$ cat src/rtl/csr_file_m.sv
// Machine-mode CSR file: mstatus/mie/mip/mtvec/mscratch/mepc/mcause/mtval/counters.
// Ports: CSR access (i_csr_*/o_csr_*), trap/MRET control, irq lines, trap target PCs.
module csr_file_m #(
    parameter int unsigned     XLEN         = 64,
    parameter logic [XLEN-1:0] MTVEC_RST    = '0,
    parameter logic [XLEN-1:0] MEPC_RST     = XLEN'(64'h8000_0000),
    parameter bit              HAS_COUNTERS = 1'b1
) (
    input  logic            clk,
    input  logic            rst_n,
    input  logic            i_csr_en,
    input  logic [2:0]      i_csr_op,
    input  logic [11:0]     i_csr_addr,
    input  logic [XLEN-1:0] i_csr_wdata,
    input  logic [4:0]      i_csr_zimm,
    output logic [XLEN-1:0] o_csr_rdata,
    output logic            o_csr_illegal,
    input  logic            i_trap_valid,
    input  logic [XLEN-1:0] i_trap_pc,
    input  logic [XLEN-1:0] i_trap_cause,
    input  logic [XLEN-1:0] i_trap_tval,
    input  logic            i_mret_valid,
    input  logic            i_instr_retire,
    input  logic            i_irq_sw,
    input  logic            i_irq_timer,
    input  logic            i_irq_ext,
    output logic [XLEN-1:0] o_trap_vector,
    output logic [XLEN-1:0] o_mepc_o,
    output logic            o_irq_pending
);

    localparam logic [11:0] A_MSTATUS  = 12'h300;
    localparam logic [11:0] A_MIE      = 12'h304;
    localparam logic [11:0] A_MTVEC    = 12'h305;
    localparam logic [11:0] A_MSCRATCH = 12'h340;
    localparam logic [11:0] A_MEPC     = 12'h341;
    localparam logic [11:0] A_MCAUSE   = 12'h342;
    localparam logic [11:0] A_MTVAL    = 12'h343;
    localparam logic [11:0] A_MIP      = 12'h344;
    localparam logic [11:0] A_MCYCLE   = 12'hB00;
    localparam logic [11:0] A_MINSTRET = 12'hB02;

    localparam logic [XLEN-1:0] IRQ_MASK = XLEN'(12'h888);

    logic            r_mstatus_mie;
    logic            r_mstatus_mpie;
    logic [XLEN-1:0] r_mie;
    logic [XLEN-1:0] r_mtvec;
    logic [XLEN-1:0] r_mscratch;
    logic [XLEN-1:0] r_mepc;
    logic [XLEN-1:0] r_mcause;
    logic [XLEN-1:0] r_mtval;
    logic [XLEN-1:0] r_mcycle;
    logic [XLEN-1:0] r_minstret;

    logic [XLEN-1:0] w_mstatus;
    logic [XLEN-1:0] w_mip;
    logic [XLEN-1:0] w_old;
    logic [XLEN-1:0] w_src;
    logic [XLEN-1:0] w_new;
    logic            w_impl;
    logic            w_f_range;
    logic            w_intent;
    logic            w_bad_op;
    logic            w_illegal;
    logic            w_we;
    logic [XLEN-1:0] w_base;

    always_comb begin
        w_mstatus        = '0;
        w_mstatus[12:11] = 2'b11;
        w_mstatus[7]     = r_mstatus_mpie;
        w_mstatus[3]     = r_mstatus_mie;
    end

    always_comb begin
        w_mip     = '0;
        w_mip[3]  = i_irq_sw;
        w_mip[7]  = i_irq_timer;
        w_mip[11] = i_irq_ext;
    end

    // Read mux; also flags which addresses exist at all.
    always_comb begin
        w_old     = '0;
        w_impl    = 1'b1;
        w_f_range = 1'b0;
        case (i_csr_addr)
            A_MSTATUS:  w_old = w_mstatus;
            A_MIE:      w_old = r_mie;
            A_MTVEC:    w_old = r_mtvec;
            A_MSCRATCH: w_old = r_mscratch;
            A_MEPC:     w_old = r_mepc;
            A_MCAUSE:   w_old = r_mcause;
            A_MTVAL:    w_old = r_mtval;
            A_MIP:      w_old = w_mip;
            A_MCYCLE:   w_old = r_mcycle;
            A_MINSTRET: w_old = r_minstret;
            12'hF11, 12'hF12, 12'hF13, 12'hF14:
                w_f_range = 1'b1;
            default:    w_impl = 1'b0;
        endcase
    end

    assign w_src = i_csr_op[2]
                 ? {{(XLEN-5){1'b0}}, i_csr_zimm}
                 : i_csr_wdata;

    // Set/clear forms with a zero rs1/uimm field are pure reads.
    assign w_intent = (i_csr_op[1:0] == 2'b01)
                    || (i_csr_zimm != 5'd0);

    always_comb begin
        w_new = w_old;
        case (i_csr_op[1:0])
            2'b01:   w_new = w_src;
            2'b10:   w_new = w_old | w_src;
            2'b11:   w_new = w_old & ~w_src;
            default: w_new = w_old;
        endcase
    end

    assign w_bad_op  = (i_csr_op[1:0] == 2'b00);
    assign w_illegal = i_csr_en
                     && (!w_impl || w_bad_op
                         || (w_f_range && w_intent));

    // Trap and MRET pre-empt the CSR write completely.
    assign w_we = i_csr_en && !w_illegal && w_intent
               && !i_trap_valid && !i_mret_valid;

    assign o_csr_illegal = w_illegal;
    assign o_csr_rdata   = (i_csr_en && !w_illegal) ? w_old : '0;

    assign w_base = {r_mtvec[XLEN-1:2], 2'b00};

    always_comb begin
        o_trap_vector = w_base;
        if (r_mtvec[0] && i_trap_cause[XLEN-1])
            o_trap_vector = w_base
                          + {{(XLEN-7){1'b0}},
                             i_trap_cause[4:0], 2'b00};
    end

    assign o_mepc_o      = r_mepc;
    assign o_irq_pending = r_mstatus_mie && |(w_mip & r_mie);

    always_ff @(posedge clk or negedge rst_n) begin
        if (!rst_n) begin
            r_mstatus_mie  <= 1'b0;
            r_mstatus_mpie <= 1'b0;
            r_mie          <= '0;
            r_mtvec        <= MTVEC_RST & ~XLEN'(2);
            r_mscratch     <= '0;
            r_mepc         <= MEPC_RST & ~XLEN'(3);
            r_mcause       <= '0;
            r_mtval        <= '0;
            r_mcycle       <= '0;
            r_minstret     <= '0;
        end else begin
            if (HAS_COUNTERS) begin
                if (w_we && i_csr_addr == A_MCYCLE)
                    r_mcycle <= w_new;
                else
                    r_mcycle <= r_mcycle + 1'b1;
                if (w_we && i_csr_addr == A_MINSTRET)
                    r_minstret <= w_new;
                else
                    r_minstret <= r_minstret
                                + XLEN'(i_instr_retire);
            end
            if (i_trap_valid) begin
                r_mepc         <= i_trap_pc & ~XLEN'(3);
                r_mcause       <= i_trap_cause;
                r_mtval        <= i_trap_tval;
                r_mstatus_mpie <= r_mstatus_mie;
                r_mstatus_mie  <= 1'b0;
            end else if (i_mret_valid) begin
                r_mstatus_mie  <= r_mstatus_mpie;
                r_mstatus_mpie <= 1'b1;
            end else if (w_we) begin
                case (i_csr_addr)
                    A_MSTATUS: begin
                        r_mstatus_mie  <= w_new[3];
                        r_mstatus_mpie <= w_new[7];
                    end
                    A_MIE:      r_mie      <= w_new & IRQ_MASK;
                    A_MTVEC:    r_mtvec    <= w_new & ~XLEN'(2);
                    A_MSCRATCH: r_mscratch <= w_new;
                    A_MEPC:     r_mepc     <= w_new & ~XLEN'(3);
                    A_MCAUSE:   r_mcause   <= w_new;
                    A_MTVAL:    r_mtval    <= w_new;
                    default:    ;
                endcase
            end
        end
    end

endmodule

$ cat config.mk
export PLATFORM = sky130hd
export DESIGN_NAME = csr_file_m
export DESIGN_NICKNAME = d
export VERILOG_FILES = /design/src/rtl/csr_file_m.sv
export SDC_FILE = /design/constraint.sdc
export NUM_CORES = 1
export LEC_CHECK = 0
export ABC_AREA = 1
export BUFFER_PORTS_ARGS = -buffer_cell sky130_fd_sc_hd__buf_2
export CAP_MARGIN = 10
export CORE_MARGIN = 5
export CORE_UTILIZATION = 45
export CTS_CLUSTER_SIZE = 25
export DETAILED_ROUTE_END_ITERATION = 16
export GPL_TIMING_DRIVEN = 0
export PLACE_DENSITY = 0.67
export SLEW_MARGIN = 20
export SYNTH_ARGS = -nofsm -noshare
export SYNTH_HDL_FRONTEND = slang
export SYNTH_SLANG_ARGS = --single-unit
$ cat constraint.sdc
create_clock -name clk -period 3.8 [get_ports clk]
set_input_delay 0 -clock clk [delete_from_list [all_inputs] [get_ports clk]]
set_output_delay 0 -clock clk [all_outputs]
set_load 0.005 [all_outputs]
Word-level counts from Yosys, hierarchy flattened
Index checks and enable logic that the tools add are counted.
Word-level totals
  output and inout bits: 194
  memories kept: 0
  RAM bits: 0
  ROM bits: 0
  latch bits: 0
  flip-flop bits (word level): 452
Cells by class
  bitwise gates (word level): 6
  divide/modulo/power cells: 0
  reductions and logical operators: 35
  add/subtract/negate cells: 3
  shifts and indexed selects: 0
  magnitude comparators: 0
  mux-type cells: 29
  equality and inequality tests: 18
  multiply operators: 0
Operators by type and width (count)
  $mux 64: 17
  $pmux 64 s10: 1
  $pmux 64 s3: 1
  $eq 12x10->1 const B: 8
  $eq 12x12->1 const B: 6
  $add 64x1->64: 1
  $add 64x1->64 const B: 1
  $add 64x7->64: 1
  $and 64x64->64: 1
  $not 64->64: 1
  $or 64x64->64: 1
  $reduce_or 64->1: 1
  $reduce_or 14->1: 1
  $and 12x12->12: 1
  $reduce_and 4->1: 3
  $logic_and 1x1->1: 10
  $mux 1: 10
  $reduce_and 3->1: 3
  $reduce_bool 2->1: 4
  $reduce_bool 3->1: 2
  $reduce_bool 5->1: 1
  $eq 2x2->1 const B: 2
  $logic_not 1->1: 4
  $reduce_or 4->1: 1
  other kinds (6): 9

Depth between registers and ports, before layout
  depth after elaboration: 15
  mapped depth: 17
  depth with buffers taken out: 16

Worst setup path after synthesis
OpenSTA, ideal clock, no wires.
  kind: register to output
  start: register r_mtvec[2]
  end: output port o_trap_vector[30]
  data arrival time: 2.535 ns
  slack: 1.265 ns
  cell stages (with the launch flop): 15
  required time: 3.800 ns
  cell sequence: dfrtp_1 > ha_1 > inv_1 > fa_1 > inv_1 > nand2_1 > o21ai_0 > nand2_1 > a21oi_1 > inv_1 > nor2_1 > nand2_1 > nor2_1 > nand3_1 > xor2_1
On the way
  word-level cells in the longest chain between the ends: 2
Ends and longest elaborated chain
  start, declared: RTL line 48  | logic [XLEN-1:0] r_mtvec;
  start signal, assigned: RTL line 153  | r_mtvec <= MTVEC_RST & ~XLEN'(2);
  start signal, assigned: RTL line 188  | A_MTVEC: r_mtvec <= w_new & ~XLEN'(2);
  $add 64x7->64: RTL line 141  | + {{(XLEN-7){1'b0}},
  $mux 64: RTL line 139  | if (r_mtvec[0] && i_trap_cause[XLEN-1])
  end, declared: RTL line 27  | output logic [XLEN-1:0] o_trap_vector,
Every way passes these cells.

Worst setup path in the final report
  start: register r_mtvec[3]
  end: output port o_trap_vector[30]
The elaborated chain is that of the path after synthesis.

==> flow_summary.toml <==
[run]
cap_violations = 0

[cts]
numCtsBuffers = 53
clock_sinks = 450
tritoncts = "yes"
clock_path_buffers = 3
cts-root-buf = "clkbuf_16"
clkSlewWorstSetupHoldPaths_ns = 0.06
worstSkewPairLatency_ns = 0.64
htree_levels = 2

[synthesis]
yosysTopAreaCellShare = 0.3539
ys_types = 41
yosysTopAreaCell = "dfrtp_1"
synth-seq-area-share = 0.3547
yosysMostFrequentCell = "nand2_1"
synthFlopType = "dfrtp_1"
synth_common_cells = "nand2_1, nand3_1, nor2_1"
synth_area_leaders = "dfrtp_1, nand2_1, nand3_1"
async_flop_share = 1.000
synth_edf_count = 0
avgSynthCellArea_um2 = 6.144
syn_area_um2 = 31750
syn_inst = 5168
yosysWarnings = 0
ys_seq_elements = 450

[die]
num_rows = 97
initial_core_util = 0.4534
die-height_um = 275.6
boundaryPins = 479
die-area_um2 = 75970
coreArea_um2 = 70030
die-width_um = 275.6

[cells_and_area]
drive_gt1_frac = 0.1202
nets = 6196
nFillCells = 7083
multi_input_area_um2 = 17900
syn_to_final_growth_pct = 23.73
utilization = 0.5610
seq_area_um2 = 11260

[timing]
setup_tns_ns = 0
slew_violations = 0
final-setup-viol-count = 0
tightest_slew_ns = 1.165
rsz0062_at_grt = "false"
fin_crit_ns = 3.579
final_hold_viol_count = 0
clock-skew-final_ns = 0.02843
clock.fmax_ghz = 0.2794
relSlewSlack = 0.2232
fin_crit_sh = 0.9419

[worst_setup_path]
cp_cell_sequence = "inv_1 > fa_1 > inv_1 > nand2_1 > o21ai_2 > nand2_1 > a21oi_2 > inv_1 > nor2_1 > nand2_1 > nor2_1 > nand3_1 > xor2_1 > buf_2"
setup.worst_path.end_class = "output pin"
crit_fanout = 5
cp_top_family = "simple AND/OR/NAND/NOR gates"
critPathBufInv = 4
setup.worst_path.start_class = "flop"
critical_path.slowest_cell = "dfrtp_1"
cp.arrival_ns = 3.58
critPathKind = "flop to output pin"
cpPeakStageDelay_ns = 0.50
critPathRequiredTime_ns = 3.80

[min_path]
timing.hold.worst.class = "primary input to asynchronous set/reset pin"

[pwr]
p_per_area_nw_per_um2 = 311.4
power_uw = 12230
p_leak_uw = 0.02179
ir_drop_mv = 0.3740

[place]
hpwl_mm = 140.7
io_buffers = 472
globalplace.congestion = 1.067

[route]
viasPerCell = 5.765
firstDrtPassIters = 7
initialDrtViolationCount = 5723
vias = 39681
drc = 0
ant_nets = 0
drt-total-wl_mm = 174.7
wl_per_cell_um = 25.38

[global_routing]
grt_pass1_vias = 37310
grt-ovfl-total = 0
grt_pass1_wl_mm = 246.6
grt.total_usage = 0.4448
antenna_found_initial = 6
grt_max_degree = 97

[run_status]
status = "completed"
-- worst reg2reg max path: cells and delay by family, from the launching register on --
kind,cells,cell delay [ns]
AND/OR/NAND/NOR,11,1.99
adder cells (fa/ha/maj),2,0.39
flip-flops,1,0.35
buffers and inverters,1,0.23
AO/OA/AOI/OAI,1,0.20
-- cells by family (layout without fill, tap and decap cells) --
kind of cell             Yosys count  in the layout  share of synthesized area
flip-flops                       450            450                     0.3547
AND/OR/NAND/NOR                 3700           3700                     0.4758
XOR/XNOR                         175            175                    0.04827
AO/OA/AOI/OAI                    209            209                    0.03346
adder cells (fa/ha/maj)            9              9                   0.003783
multiplexers                       3              3                   0.001064
buffers and inverters            621           1392                    0.08283
other                              1              5                  0.0001181
-- stage by stage --
step	worst slack (ns)	hold slack, ns	area, µm²	std cells
2_1_floorplan	1.265	-0.2956	31760	5171
3_3_place_gp	-6.798	0.2968	35300	6583
3_5_place_dp	0.1583	-0.1332	35450	6588
4_1_cts	0.02956	0.01740	39260	6882
5_1_grt	0.02452	0.06360	39280	6882
6_report	0.2207	0.001401	39290	6883
-- cell type report --
type                            instances  area share
Multi-Input combinational cell       4100      0.4557
Inverter                              359     0.03430
Clock inverter                         18    0.005828
Tap cell                              940     0.02994
Sequential cell                       450      0.2867
Clock buffer                           77     0.04038
Buffer                                262     0.03268
Antenna cell                            1  0.00006370
Timing Repair Buffer                  676      0.1145
-- timing repair --
item,4_1_cts,5_1_grt
buffers inserted,0,0
resized for setup,4,8
endpoints found under the hold margin,393,0
pin swaps,0,0
hold buffers,199,0
setup endpoints to repair,19,19
-- metal layers --
metal	global-route usage	part of all wire	vias to the layer above	wire (µm)
li1	-	-	17665	-
met1	0.5900	0.38	18562	66940
met2	0.6761	0.43	2884	74450
met3	0.1154	0.13	564	22010
met4	0.2210	0.064	6	11240
met5	0	0.00023	-	40
-- registers in the layout, indices dropped and copies added, names as in the netlist --
signal          cells
r_mscratch         64
r_mcycle           64
r_mcause           64
r_mie               3
o_mepc_o           62
r_mtval            64
r_minstret         64
r_mtvec            63
r_mstatus_mpie      1
r_mstatus_mie       1
-- where the power goes --
group	switching (µW)	internal (µW)	leakage, µW
Sequential	203	5020	0.00594
Clock	2280	3160	0.000895
Combinational	1000	567	0.0150
-- path summary, 6_finish.rpt --
check                                                 from                          to  slack (ns)  depth (start not counted)
max in group asynchronous                            rst_n     r_mtvec[48]$_DFFE_PN0P_        2.46                          5
worst max register to register     r_minstret[0]$_DFF_PN0_    r_minstret[54]$_DFF_PN0_        0.54                         15
worst min register to register  r_mscratch[29]$_DFFE_PN0P_  r_mscratch[29]$_DFFE_PN0P_        0.47                          2
min in group clk                           i_trap_cause[1]     r_mcause[1]$_DFFE_PN0P_        0.05                          5
worst max-delay path                r_mtvec[3]$_DFFE_PN0P_           o_trap_vector[30]        0.22                         14
worst min-delay path                                 rst_n    r_mcause[14]$_DFFE_PN0P_       0.001                          3
-- layout by cell type (no fill, tap or decap), drive strengths merged, types with 2 or more instances in the layout --
cell,instances
buf,605
clkinvlp,2
clkinv,13
nor4,28
dlygate4sd3,198
bufinv,4
a31oi,3
nand4,72
xor2,137
and3,2
nand3b,5
dfrtp,449
nand2,2387
a21oi,67
xnor2,38
or2,3
ha,8
inv,358
nand3,605
clkbuf,212
nor2,500
mux2,3
nor3,94
conb,4
o221ai,2
o21ai,135
Power figures use the tool's default switching activity.
